--- config.mk ---
export PLATFORM = sky130hd
export DESIGN_NAME = rs_enc_arbiter
export DESIGN_NICKNAME = d
export VERILOG_FILES = /design/src/rtl/rs_enc_arbiter.sv
export SDC_FILE = /design/constraint.sdc
export NUM_CORES = 1
export LEC_CHECK = 0
export BUFFER_PORTS_ARGS = -buffer_cell sky130_fd_sc_hd__buf_2
export CAP_MARGIN = 20
export CORE_UTILIZATION = 41
export DETAILED_ROUTE_END_ITERATION = 16
export GPL_TIMING_DRIVEN = 1
export PLACE_DENSITY = 0.76
export SYNTH_ARGS = -nofsm -noshare
export SYNTH_HDL_FRONTEND = slang
export SYNTH_SLANG_ARGS = --single-unit
--- constraint.sdc ---
create_clock -name clk_clk -period 1.7 [get_ports clk_clk]
set_input_delay 0.425 -clock clk_clk [delete_from_list [all_inputs] [get_ports clk_clk]]
set_output_delay 0.425 -clock clk_clk [all_outputs]
set_load 0.03 [all_outputs]
--- src/rtl/rs_enc_arbiter.sv ---
// Per-packet round-robin arbiter sharing one RS encoder between two voice-frame
// sources, with Avalon-ST sop/eop framing and a single registered output stage.
module rs_enc_arbiter #(
  parameter int unsigned DATA_W    = 80,
  parameter int unsigned PKT_BEATS = 4,
  parameter int unsigned CNT_W     = 16
) (
  input  logic              clk_clk,
  input  logic              reset_reset,
  input  logic              s0_valid,
  output logic              s0_ready,
  input  logic [DATA_W-1:0] s0_data,
  input  logic              s1_valid,
  output logic              s1_ready,
  input  logic [DATA_W-1:0] s1_data,
  input  logic              enc_ready,
  output logic              enc_valid,
  output logic              enc_startofpacket,
  output logic              enc_endofpacket,
  output logic [DATA_W-1:0] enc_data,
  output logic              grant_id,
  output logic              busy,
  output logic [CNT_W-1:0]  pkt_count
);

  typedef enum logic {
    IDLE,
    SEND
  } state_e;

  localparam logic [7:0] LAST_BEAT = 8'(PKT_BEATS - 1);

  state_e             state_q, state_d;
  logic               grant_q, grant_d;
  logic               last_q, last_d;
  logic [7:0]         beat_q, beat_d;
  logic               enc_valid_q, enc_valid_d;
  logic               enc_sop_q, enc_sop_d;
  logic               enc_eop_q, enc_eop_d;
  logic [DATA_W-1:0]  enc_data_q, enc_data_d;
  logic [CNT_W-1:0]   pkt_cnt_q, pkt_cnt_d;

  logic               load_ok;
  logic               src_valid;
  logic               src_hs;
  logic [DATA_W-1:0]  src_data;

  // Arbitration and beat sequencing
  always_comb begin
    load_ok   = !enc_valid_q || enc_ready;
    src_valid = grant_q ? s1_valid : s0_valid;
    src_data  = grant_q ? s1_data : s0_data;
    state_d   = state_q;
    grant_d   = grant_q;
    last_d    = last_q;
    beat_d    = beat_q;
    s0_ready  = 1'b0;
    s1_ready  = 1'b0;
    src_hs    = 1'b0;

    case (state_q)
      IDLE: begin
        if (s0_valid || s1_valid) begin
          if (s0_valid && s1_valid) begin
            grant_d = ~last_q;
          end else begin
            grant_d = s1_valid;
          end
          beat_d  = '0;
          state_d = SEND;
        end
      end
      SEND: begin
        // Readies are masked during reset so no beat is taken and then discarded.
        s0_ready = !reset_reset && !grant_q && load_ok;
        s1_ready = !reset_reset && grant_q && load_ok;
        src_hs   = load_ok && src_valid;
        if (src_hs) begin
          beat_d = beat_q + 8'd1;
          if (beat_q == LAST_BEAT) begin
            last_d  = grant_q;
            state_d = IDLE;
          end
        end
      end
      default: state_d = IDLE;
    endcase
  end

  // Output register stage: drains independently of the FSM state
  always_comb begin
    enc_valid_d = enc_valid_q;
    enc_sop_d   = enc_sop_q;
    enc_eop_d   = enc_eop_q;
    enc_data_d  = enc_data_q;
    pkt_cnt_d   = pkt_cnt_q;

    if (enc_valid_q && enc_ready) begin
      enc_valid_d = 1'b0;
      enc_sop_d   = 1'b0;
      enc_eop_d   = 1'b0;
      if (enc_eop_q) begin
        pkt_cnt_d = pkt_cnt_q + CNT_W'(1);
      end
    end

    if (src_hs) begin
      enc_valid_d = 1'b1;
      enc_data_d  = src_data;
      enc_sop_d   = (beat_q == '0);
      enc_eop_d   = (beat_q == LAST_BEAT);
    end
  end

  always_ff @(posedge clk_clk) begin
    if (reset_reset) begin
      state_q     <= IDLE;
      grant_q     <= 1'b0;
      last_q      <= 1'b1;
      beat_q      <= '0;
      enc_valid_q <= 1'b0;
      enc_sop_q   <= 1'b0;
      enc_eop_q   <= 1'b0;
      enc_data_q  <= '0;
      pkt_cnt_q   <= '0;
    end else begin
      state_q     <= state_d;
      grant_q     <= grant_d;
      last_q      <= last_d;
      beat_q      <= beat_d;
      enc_valid_q <= enc_valid_d;
      enc_sop_q   <= enc_sop_d;
      enc_eop_q   <= enc_eop_d;
      enc_data_q  <= enc_data_d;
      pkt_cnt_q   <= pkt_cnt_d;
    end
  end

  assign enc_valid         = enc_valid_q;
  assign enc_startofpacket = enc_sop_q;
  assign enc_endofpacket   = enc_eop_q;
  assign enc_data          = enc_data_q;
  assign grant_id          = grant_q;
  assign busy              = (state_q == SEND);
  assign pkt_count         = pkt_cnt_q;

endmodule
# Yosys cells after proc, flatten, opt, wreduce, memory -nomap -nowiden
# Cells that the tools add are included.
op_classes:
  muxes: 17
  bitwise_logic: 2
  n_addsub: 2
  n_reduce_logical: 18
  n_eq_ne: 3
ops:
  columns: ["op", "n"]
  rows:
  - ["two-way mux 80 bit", 1]
  - ["adder 16 x 1 -> 16 bit (second input constant)", 1]
  - ["two-way mux 8 bit", 2]
  - ["case mux 8 bit (2 select lines)", 1]
  - ["two-way mux 1 bit", 12]
  - ["adder 8 x 1 -> 8 bit (second input constant)", 1]
  - ["equality test 8 x 2 -> 1 bit (second input constant)", 1]
  - ["zero test 8 bit", 1]
  - ["logical AND 1 bit", 7]
  - ["AND reduction 2 bit", 3]
  - ["zero test 1 bit", 3]
  - ["AND reduction 3 bit", 1]
  - ["logical OR 1 bit", 2]
  - ["!= test 2 x 1 -> 1 bit (second input constant)", 1]
  - ["!= test 2 bit (second input constant)", 1]
  - ["NOT 1 bit", 2]
  - ["case mux 1 bit (2 select lines)", 1]
  - ["nonzero test 2 bit", 1]
totals:
  output_inout_bits: 103
  reg_bits: 110
  word_cells: 51
  input_bits: 165

# Logic depth before layout (Yosys ltp)
logic_depth:
  depth_word: 5
  depth_mapped: 8
  depth_no_buf: 5

# Worst setup path before layout
# Ideal clock, no wire load.
synth_path:
  path_type: "register to output"
  startpoint: "register grant_q, in the netlist grant_id"
  endpoint: "output s1_ready"
  arrival_time_ns: 2.052
  n_path_buf: 3
  setup_slack_ns: -0.777
  path_stages_with_launch: 5
  required_time_ns: 1.275
  cell_sequence: "dfxtp_1 -> buf_2 -> buf_2 -> buf_1 -> nor3b_1"
synth_between:
  elab_chain_len: 3
synth_rtl:
  columns: ["item", "line", "source"]
  rows:
  - ["start: declaration", "34", "logic grant_q, grant_d;"]
  - ["start signal: assignment", "128", "grant_q <= grant_d;"]
  - ["logical AND 1 bit (2 in series)", "76", "s1_ready = !reset_reset && grant_q && load_ok;"]
  - ["two-way mux 1 bit", "61", "case (state_q)"]
  - ["end: declaration", "14", "output logic s1_ready,"]
# No other way between the ends.

# Final worst setup path
layout_path:
  startpoint: "register enc_valid_q, in the netlist enc_valid"
  endpoint: "output s1_ready"
layout_between:
  elab_chain_len: 4
layout_rtl:
  columns: ["item", "line", "source"]
  rows:
  - ["start: declaration", "37", "logic enc_valid_q, enc_valid_d;"]
  - ["start signal: assignment", "131", "enc_valid_q <= enc_valid_d;"]
  - ["zero test 1 bit", "50", "load_ok = !enc_valid_q || enc_ready;"]
  - ["logical OR 1 bit", "50", null]
  - ["logical AND 1 bit", "76", null]
  - ["two-way mux 1 bit", "61", null]
# No other way between the ends.

==> run summary <==
Yosys top cell by area -> dfxtp_1
Pleak -> 0.003134 uW
die area -> 13100 um^2
final period utilization -> 96.66%
Synth Net Count -> 693
r2r setup slk -> 0.11 ns
CP max FO -> 4
share of cells above drive strength 1 -> 48.06%
FF-to-FF End -> last_q
CTS buffer count -> 9
DR WL/cell -> 14.38 um
initial antenna violation count -> 0
TritonCTS Sinks -> 110
Finished Core Util -> 59.78%
fillers -> 1072
CTS Root Cell -> clkbuf_16
top-count cell post-synth -> dfxtp_1
CP required -> 1.27 ns
Clock Latency Late Sink -> 0.35 ns
Port Buf Inserts -> 267
DRC -> 0
sequential area share after synthesis -> 42.47%
CTS tree -> built
Fin Clk Skew -> 0.01028 ns
Hold Crit Endpoint -> enc_data[42]
DIE HEIGHT -> 114.5 um
hold buffers post-CTS -> 0
synthesis-to-layout area growth -> 40.23%
worst slew pin tran -> 0.4762 ns
critical path launch point type -> flop
number of antenna diodes -> 0
predominant post-synthesis flop cell -> dfxtp_1
final hold viol count -> 0
DR vias -> 4868
first drt pass iteration count -> 4
final setup vio count -> 0
Post-DRT Antenna Nets -> 0
Synth Register Bits -> 110
Hold Crit Start -> reset_reset
placed wire-length estimate -> 10.02 mm
Reg2Reg Depth -> 5
Total GRT Usage -> 20.29%
Post-synth EDFFs -> 0
fin crit period -> 1.643 ns
H-tree depth -> 3
Reg2Reg Launch Point -> beat_q[5]
register area -> 2218 um^2
Async SR Flop Fraction -> 0%
design area -> 7271 um^2
max incr delay on CP -> 0.36 ns
Initial Util -> 42.63%
Die Span X -> 114.5 um
global-route wire length before repair -> 20.79 mm
worst-case clock buffer depth -> 2
area occupied by multi-input gates -> 2775 um^2
# IOs -> 268
HP Class -> in2reg
CP Cell Sequence -> nand2b_4 -> nand2_4 -> nor3b_4 -> buf_6
clock transition at the registers of the reported paths -> 0.07 ns
Synthesis Warnings -> 0
Max Clock Freq -> 608.5 MHz
gpl congestion -> 0.7778
top cell type's share of synthesized area -> 42.47%
post-synth cell types -> 40
Detailed Route WL -> 13.93 mm
Power Dens Cells -> 878.0 nW/um^2
Vias/cell -> 5.024
Crit-path slowest cell -> dfxtp_4
RSZ-0062 raised after global routing -> false
core footprint -> 12160 um^2
Post-DP Area -> 6807 um^2
synth cell count leaders -> 110 x dfxtp_1, 96 x nor2_1, 83 x mux2i_1
largest net degree at the start of global routing -> 54
status -> completed
Rows -> 40
DRT iter0 DRCs -> 263
Rel. slew slack -> 68.25%
Worst setup EP type -> output port
Worst VDD drop -> 0.7062 mV
Mapped Cells -> 524
total power -> 6384 uW
WHS Path Cells -> 2
GR Overflow Total -> 0
Avg Cell Area, Syn -> 9.895 um^2
synth top area cells -> dfxtp_1 42%, mux2i_1 16%, a211oi_2 9.7%, nor2_1 6.9%, a211oi_1 5.8%
Crit Path Class -> reg2out
number of global-route vias before repair -> 4290
max_cap viols -> 0
area of the mapped netlist -> 5185 um^2
TNS Setup -> 0 ns
fin nets -> 965
Critical Path AT -> 1.22 ns
Final Slew Violations -> 0
## metal layers
metal / part of all wire (%) / vias to the layer above / global-route usage, %
li1: - / 2450 / -
met1: 41 / 2232 / 22.81
met2: 50 / 171 / 36.77
met3: 7.2 / 15 / 6.670
met4: 1.2 / 0 / 5.108
met5: 0 / - / 0
## final cells by class
type,count,share of cell area (%)
clock buffer,11,3.339
clock inverter,5,0.7916
inverter,4,0.2065
multi-input combinational,367,38.17
sequential,110,30.51
tap,168,2.891
timing repair buffer,304,24.09
## stage by stage
stage,worst slack (ns),hold WS [ns],std cells
after CTS,0.001228,0.3477,961
after global placement,-0.01488,0.4735,944
after floorplan,-0.02157,0.4752,524
final,0.05674,0.3672,969
after detailed placement,-0.05225,0.4660,944
after global routing,0.003677,0.3504,969
## worst max-delay path: cells and delay by family, from the launching register on
kind / cells / cell delay (ns)
simple gates: 3 / 0.35
flops: 1 / 0.36
buf+inv: 1 / 0.15
## where the power goes
| group | internal [uW] | switching, uW |
|---|---|---|
| combinational | 577 | 872 |
| sequential | 2740 | 86.9 |
| clock | 1190 | 921 |
## repair_timing
item / in CTS / in global routing
gates resized for setup: 10 / 3
buffers inserted: 0 / 6
gates cloned: 1 / 2
pin swaps: 1 / 0
endpoints found under the setup margin: 3 / 35
## state kept, by name (all words and copies together) (netlist names)
signal	cells
busy	1
enc_data	80
grant_id	1
enc_startofpacket	1
enc_endofpacket	1
pkt_count	16
last_q	1
beat_q	8
enc_valid	1
## worst max path at each step
stage               depth (start not counted)       from      endpoint
CTS                                         5   grant_id   enc_data[1]
detailed placement                          6   s1_valid  enc_data[43]
floorplan                                   8   grant_id  enc_data[62]
global route                                4  enc_valid      s1_ready
finish                                      4  enc_valid      s1_ready
global placement                            5  enc_ready      s1_ready
## placed cells by master, fill, tap and decap left out, drive strengths merged
master  synthesis  routed
a211oi         80      80
a21oi          11      11
a311oi          1       1
a31oi           2       2
and3            3       4
and4            2       2
buf            26     302
bufbuf          0       1
bufinv          0       1
clkbuf         18      12
clkinv          0       3
dfxtp         110     110
ha              4       4
inv             4       5
mux2            2       2
mux2i          83      83
nand2          12      12
nand2b          1       1
nand3          14      14
nand3b          1       1
nand4          10      10
nor2           96      96
nor2b           1       1
nor3            8       8
nor3b           2       2
nor4            4       4
o211ai          1       1
o21ai           3       3
o21ba           1       1
o21bai          1       1
o311ai          2       2
o41ai           1       1
or3             3       3
or3b            1       1
or4             3       3
xnor2           6       6
xor2            7       7
## cells by family after synthesis
family / after synthesis / share of synthesized area [%]
adders and majority gates: 4 / 0.9653
buffers and inverters: 48 / 5.453
muxes: 85 / 16.53
and+or+nand+nor: 161 / 14.07
DFF: 110 / 42.47
AOI/OAI and AO/OA: 103 / 18.32
xor gates and xnor gates: 13 / 2.196
No activity file was read; power rests on OpenSTA's default activity.
